**config.mk**
```make
export PLATFORM = sky130hd
export DESIGN_NAME = caravel_if_wb
export DESIGN_NICKNAME = d
export VERILOG_FILES = /design/src/rtl/caravel_if_pkg.sv /design/src/rtl/caravel_if_sync2.sv /design/src/rtl/caravel_if_wb.sv
export SDC_FILE = /design/constraint.sdc
export NUM_CORES = 1
export LEC_CHECK = 0
export CAP_MARGIN = 20
export CORE_AREA = 2 2 249 251
export DETAILED_ROUTE_END_ITERATION = 16
export DIE_AREA = 0 0 251 253
export GPL_TIMING_DRIVEN = 0
export HOLD_SLACK_MARGIN = 0.12
export PLACE_DENSITY_LB_ADDON = 0.3
export SLEW_MARGIN = 10
export SYNTH_ARGS = -nofsm -noshare
export SYNTH_HDL_FRONTEND = slang
export SYNTH_SLANG_ARGS = --single-unit
```
**constraint.sdc**
```tcl
create_clock -name wb_clk_i -period 3 [get_ports wb_clk_i]
set_input_delay 0.6 -clock wb_clk_i [delete_from_list [all_inputs] [get_ports wb_clk_i]]
set_output_delay 0.6 -clock wb_clk_i [all_outputs]
set_load 0.005 [all_outputs]
```
**src/rtl/caravel_if_pkg.sv**
```systemverilog
// Shared definitions for the Caravel user-area interface: pad count, register
// word offsets, CTRL bit positions and the INFO word layout.
package caravel_if_pkg;

  localparam int MPRJ_IO_PADS = 38;

  // Register word offsets (wbs_adr_i[7:2])
  localparam logic [5:0] REG_CTRL = 6'h00;
  localparam logic [5:0] REG_SEL  = 6'h01;
  localparam logic [5:0] REG_IN   = 6'h02;
  localparam logic [5:0] REG_OUT  = 6'h03;
  localparam logic [5:0] REG_RST  = 6'h04;
  localparam logic [5:0] REG_INFO = 6'h05;

  localparam int CTRL_SRC = 0;
  localparam int CTRL_OE  = 1;

  localparam int INFO_SKIP_LSB = 0;
  localparam int INFO_SEL_LSB  = 8;
  localparam int INFO_IN_LSB   = 16;
  localparam int INFO_OUT_LSB  = 24;

  function automatic logic [31:0] info_word(input int skip_bits, input int sel_bits,
                                            input int input_bits, input int output_bits);
    logic [31:0] w;
    w = '0;
    w[INFO_SKIP_LSB +: 8] = 8'(skip_bits);
    w[INFO_SEL_LSB  +: 8] = 8'(sel_bits);
    w[INFO_IN_LSB   +: 8] = 8'(input_bits);
    w[INFO_OUT_LSB  +: 8] = 8'(output_bits);
    return w;
  endfunction

endpackage

```
**src/rtl/caravel_if_sync2.sv**
```systemverilog
// Two-flop synchroniser for asynchronous pad inputs, both flops cleared by a
// synchronous active-high reset.
module caravel_if_sync2 #(
  parameter int WIDTH = 1
) (
  input  logic             clk,
  input  logic             rst,
  input  logic [WIDTH-1:0] d,
  output logic [WIDTH-1:0] q
);

  logic [WIDTH-1:0] meta_p0;
  logic [WIDTH-1:0] sync_p1;

  always_ff @(posedge clk) begin
    if (rst) begin
      meta_p0 <= '0;
      sync_p1 <= '0;
    end else begin
      // stage 0: capture pad, may go metastable
      meta_p0 <= d;
      // stage 1: settled copy
      sync_p1 <= meta_p0;
    end
  end

  assign q = sync_p1;

endmodule

```
**src/rtl/caravel_if_wb.sv**
```systemverilog
// Caravel user-area interface for the multi-project mux: pad field mapping,
// Wishbone register bank overriding select/inputs, and a stretched project reset.
module caravel_if_wb
  import caravel_if_pkg::*;
#(
  parameter int          SKIP_BITS   = 8,
  parameter int          SEL_BITS    = 6,
  parameter int          INPUT_BITS  = 10,
  parameter int          OUTPUT_BITS = 14,
  parameter logic [31:0] BASE_ADDR   = 32'h3000_0000,
  parameter int          RST_CYCLES  = 8
) (
  input  logic                    wb_clk_i,
  input  logic                    wb_rst_i,
  input  logic                    wbs_stb_i,
  input  logic                    wbs_cyc_i,
  input  logic                    wbs_we_i,
  input  logic [3:0]              wbs_sel_i,
  input  logic [31:0]             wbs_adr_i,
  input  logic [31:0]             wbs_dat_i,
  output logic                    wbs_ack_o,
  output logic [31:0]             wbs_dat_o,
  input  logic [127:0]            la_data_in,
  output logic [127:0]            la_data_out,
  input  logic [127:0]            la_oenb,
  input  logic [MPRJ_IO_PADS-1:0] io_in,
  output logic [MPRJ_IO_PADS-1:0] io_out,
  output logic [MPRJ_IO_PADS-1:0] io_oeb,
  input  logic                    user_clock2,
  output logic [2:0]              user_irq,
  output logic                    clk,
  output logic                    rst_n,
  output logic [SEL_BITS-1:0]     sel,
  output logic [INPUT_BITS-1:0]   in,
  input  logic [OUTPUT_BITS-1:0]  out
);

  localparam int SEL_LSB = SKIP_BITS;
  localparam int IN_LSB  = SKIP_BITS + SEL_BITS;
  localparam int OUT_LSB = IN_LSB + INPUT_BITS;
  localparam int CW      = $clog2(RST_CYCLES + 1);
  localparam logic [CW-1:0] RST_LOAD = CW'(RST_CYCLES);
  localparam logic [31:0]   INFO     = info_word(SKIP_BITS, SEL_BITS, INPUT_BITS, OUTPUT_BITS);

  logic [SEL_BITS-1:0]   sync_sel, sel_reg, sel_nxt, prev_sel;
  logic [INPUT_BITS-1:0] sync_in, in_reg, in_nxt;
  logic                  ctrl_src, ctrl_oe;
  logic [CW-1:0]         rst_cnt;
  logic                  hit, req, wr, soft_rst, sel_change, busy;
  logic [31:0]           rd_data;
  logic                  unused_ok;

  assign clk         = wb_clk_i;
  assign la_data_out = '0;
  assign user_irq    = '0;
  assign unused_ok   = &{1'b0, la_data_in, la_oenb, user_clock2, io_in, wbs_adr_i, wbs_dat_i};

  caravel_if_sync2 #(
    .WIDTH(SEL_BITS + INPUT_BITS)
  ) u_sync (
    .clk(wb_clk_i),
    .rst(wb_rst_i),
    .d  (io_in[SEL_LSB +: SEL_BITS + INPUT_BITS]),
    .q  ({sync_in, sync_sel})
  );

  assign sel = ctrl_src ? sel_reg : sync_sel;
  assign in  = ctrl_src ? in_reg  : sync_in;

  // Only the output field is ever driven; everything else stays an input.
  always_comb begin
    io_out = '0;
    io_oeb = '1;
    io_out[OUT_LSB +: OUTPUT_BITS] = out;
    io_oeb[OUT_LSB +: OUTPUT_BITS] = {OUTPUT_BITS{~ctrl_oe}};
  end

  assign hit        = (wbs_adr_i[31:8] == BASE_ADDR[31:8]);
  assign req        = wbs_stb_i & wbs_cyc_i & ~wbs_ack_o & hit;
  assign wr         = req & wbs_we_i;
  assign soft_rst   = wr && (wbs_adr_i[7:2] == REG_RST);
  assign sel_change = (sel != prev_sel);
  assign busy       = (rst_cnt != '0);
  assign rst_n      = ~busy;

  always_comb begin
    sel_nxt = sel_reg;
    for (int i = 0; i < SEL_BITS; i++)
      if (wbs_sel_i[i / 8]) sel_nxt[i] = wbs_dat_i[i];
  end

  always_comb begin
    in_nxt = in_reg;
    for (int i = 0; i < INPUT_BITS; i++)
      if (wbs_sel_i[i / 8]) in_nxt[i] = wbs_dat_i[i];
  end

  always_comb begin
    rd_data = '0;
    case (wbs_adr_i[7:2])
      REG_CTRL: begin
        rd_data[CTRL_SRC] = ctrl_src;
        rd_data[CTRL_OE]  = ctrl_oe;
      end
      REG_SEL:  rd_data[SEL_BITS-1:0]    = sel_reg;
      REG_IN:   rd_data[INPUT_BITS-1:0]  = in_reg;
      REG_OUT:  rd_data[OUTPUT_BITS-1:0] = out;
      REG_RST:  rd_data[0]               = busy;
      REG_INFO: rd_data                  = INFO;
      default:  rd_data                  = '0;
    endcase
  end

  // Wishbone slave: one-cycle ack, registered read data, writes land on the ack edge.
  always_ff @(posedge wb_clk_i) begin
    if (wb_rst_i) begin
      wbs_ack_o <= 1'b0;
      wbs_dat_o <= '0;
      ctrl_src  <= 1'b0;
      ctrl_oe   <= 1'b1;
      sel_reg   <= '0;
      in_reg    <= '0;
    end else begin
      wbs_ack_o <= req;
      if (req) wbs_dat_o <= rd_data;
      if (wr) begin
        case (wbs_adr_i[7:2])
          REG_CTRL: if (wbs_sel_i[0]) begin
            ctrl_src <= wbs_dat_i[CTRL_SRC];
            ctrl_oe  <= wbs_dat_i[CTRL_OE];
          end
          REG_SEL: sel_reg <= sel_nxt;
          REG_IN:  in_reg  <= in_nxt;
          default: ;
        endcase
      end
    end
  end

  // Any trigger reloads the full stretch rather than adding to what remains.
  always_ff @(posedge wb_clk_i) begin
    if (wb_rst_i) begin
      rst_cnt  <= RST_LOAD;
      prev_sel <= '0;
    end else begin
      prev_sel <= sel;
      if (soft_rst || sel_change) rst_cnt <= RST_LOAD;
      else if (busy)              rst_cnt <= rst_cnt - CW'(1);
    end
  end

endmodule

```
==> results.cfg <==
[global_route]
grt_first_pass_wirelength_um = 22700
overflow = 0
track_usage_pct = 4.80
grt_max_degree = 17
grt_pass1_vias = 3692
antenna_found_initial = 6

[route]
vias = 3901
wl_met3_um = 1950
m1WireLength_um = 6580
vias_per_cell = 2.32
highest_layer = met5
drt-initial-drc-count = 79
drc_errors = 0
drtAntennaViolNets = 0
met2_wirelength_um = 6930
dr.pass1.iters = 4
wl_per_cell_um = 9.36
wl_um = 15800

[min_path]
holdPathStages = 1
worstHoldEndpoint = u_sync.q[13]$_SDFF_PP0_
worstHoldPathType = reg -> reg
hp-start = u_sync.meta_p0[13]$_SDFF_PP0_

[place]
dp_slack_ns = -0.202
place_congestion = 0.663
numPlacedInstances = 1661
port_buffers = 141
dp_hpwl_um = 13700

[power]
p_int_w = 0.00234
comb_power_share_pct = 18.1
power_density_nw_per_um2 = 367
switching_share_pct = 24.2
seq_power_share_pct = 33.8
switchingPower_w = 0.000749
vdd_ir_drop_max_mv = 0.300
clkPwrFrac_pct = 48.0
p_leak_nw = 3.76

[sta]
final_max_slew_viol_count = 0
tightest_slew_ns = 0.780
worst_slack_ns = 0.104
max-slew-margin-rel_pct = 47.6
finalHoldViolCount = 0
setup_viol = 0
rsz0062_at_grt = false
skew_ns = 0.00731

[synthesis]
synth_area_um2 = 4880
synth_seq_cells = 76
synth-seq-area-share_pct = 31.2
syn_avg_cell_area_um2 = 9.05
synth_area_leaders = buf_4 34%, dfxtp_1 31%, mux2i_1 5.5%
yosysTopAreaCellShare_pct = 34.5
synth_area_leader_cell = buf_4
synth-edff-count = 0
yosys_warnings = 0
async_flop_share_pct = 0
synthFlopType = dfxtp_1
syn_inst = 539
ys_types = 40

[worst_setup_path]
timing.rr.start = wbs_ack_o$_SDFF_PP0_
reg2reg_slack_ns = 0.99
arrival_ns = 2.30
setup.worst_path.start_class = clock port
cp_max_fo = 2
r2r_cells = 6
critPathKind = clk -> out
required_ns = 2.40
r2r_end = wbs_dat_o[13]$_SDFFE_PP0P_
cp-end-kind = output port

[finish]
fill_cells = 6961
layout-drive-gt1-share_pct = 31.0
register_area_um2 = 1520
finalNonFillerCells = 1683
multi_input_area_um2 = 2280
nets = 1269
utilization_pct = 13.8
syn_to_final_growth_pct = 72.9

[floorplanning]
die_h_um = 253
rows = 91
core_area_um2 = 61000
ios = 640
die_area_um2 = 63500
die_x_um = 251
initial_utilization_pct = 7.99

[clock_network]
clk_pin_slew_ns = 0.06
hold_buffers = 0
cts_tree = yes
clock_latency_ns = 0.45

[run_status]
outcome = completed

[run]
drv_cap = 0
==> layout by cell type (no fill, tap or decap), types with 3 or more instances in the layout <==
cell,count
buf_4,225
conb_1,192
clkdlybuf4s50_1,140
dfxtp_1,76
nor2b_1,35
nor2_1,31
mux2i_1,27
nand2_1,19
mux2_2,15
a21oi_1,15
clkbuf_1,12
clkbuf_16,12
inv_1,10
nand3_1,10
nor3_1,6
nor4_4,5
or3_1,5
nand4_1,5
xnor2_1,5
diode_2,3
and3_1,3
a22o_1,3
xor2_1,3
inv_8,3
==> worst max path at each step <==
stage,start,to,slack (ns)
finish,wb_clk_i,clk,0.10
global route,wbs_adr_i[4],in_reg[7]$_SDFFE_PP0P_,0.02
CTS,wb_clk_i,clk,0.09
detailed placement,wbs_adr_i[4],in_reg[7]$_SDFFE_PP0P_,-0.20
global placement,wbs_adr_i[4],in_reg[1]$_SDFFE_PP0P_,-0.19
floorplan,wb_clk_i,clk,0.79
==> cell type report <==
type                    count  area share [%]
well taps                 790            11.7
flip-flops and latches     76            18.0
plain buffers             239            20.8
clock inverters             7            1.41
inverters                  10           0.445
repair buffers            141            16.7
clock buffers              13            3.68
multi-input cells         404            27.1
diodes                      3          0.0890
==> cells by family (layout without fill, tap and decap cells) <==
| family | after synthesis | in the layout | share of synthesized area (%) |
|---|---|---|---|
| adders and majority gates | 2 | 2 | 0.513 |
| DFF | 76 | 76 | 31.2 |
| and+or+nand+nor | 133 | 133 | 17.3 |
| muxes | 43 | 43 | 9.46 |
| buffers and inverters | 249 | 410 | 36.7 |
| xor gates and xnor gates | 8 | 8 | 1.44 |
| AOI/OAI and AO/OA | 26 | 26 | 3.21 |
| other | 2 | 195 | 0.154 |
==> cell usage after synthesis (all sizes together) (7+ instances only) <==
library cell	number
nor4	7
dfxtp	76
nor3	8
mux2i	27
clkbuf	12
nand4	7
a21oi	15
nor2b	35
inv	10
nand3	10
mux2	15
nand2	19
buf	227
nor2	31
==> routing by layer <==
metal | track usage [%] | vias to the layer above
li1 | - | 2037
met1 | 5.68 | 1644
met2 | 7.31 | 193
met3 | 2.48 | 19
met4 | 1.89 | 8
met5 | 0 | -
==> power by group through the flow <==
stage,combinational [W],sequential (W),clock [W]
final,0.000561,0.00105,0.00149
after global routing,0.000619,0.00105,0.00157
after CTS,0.000555,0.00105,0.00153
after detailed placement,0.000552,0.00107,0.0000465
after floorplan,0.000352,0.00107,0.0000216
after global placement,0.000550,0.00107,0.0000465
==> stage by stage <==
step / cell area [um^2] / hold slack [ns] / total power [W] / TNS [ns]
after CTS: 8420 / 0.442 / 0.00313 / 0
after detailed placement: 8000 / 0.424 / 0.00167 / -2.03
after floorplan: 5590 / 0.414 / 0.00144 / 0
after global routing: 8430 / 0.462 / 0.00324 / 0
final: 8430 / 0.437 / 0.00309 / 0
after global placement: 7990 / 0.424 / 0.00166 / -1.70
==> worst max-delay path: stages <==
cell and delay [ns]:
clkbuf_16 0.12, clkbuf_16 0.13, buf_4 0.12, clkdlybuf4s50_1 0.43
==> timing repair <==
action	in CTS	in global routing
setup endpoints to repair	1	1
buffers inserted	0	0
cloned	0	0
resized for setup	1	1
Note: power is estimated with default switching activity, not from simulation.
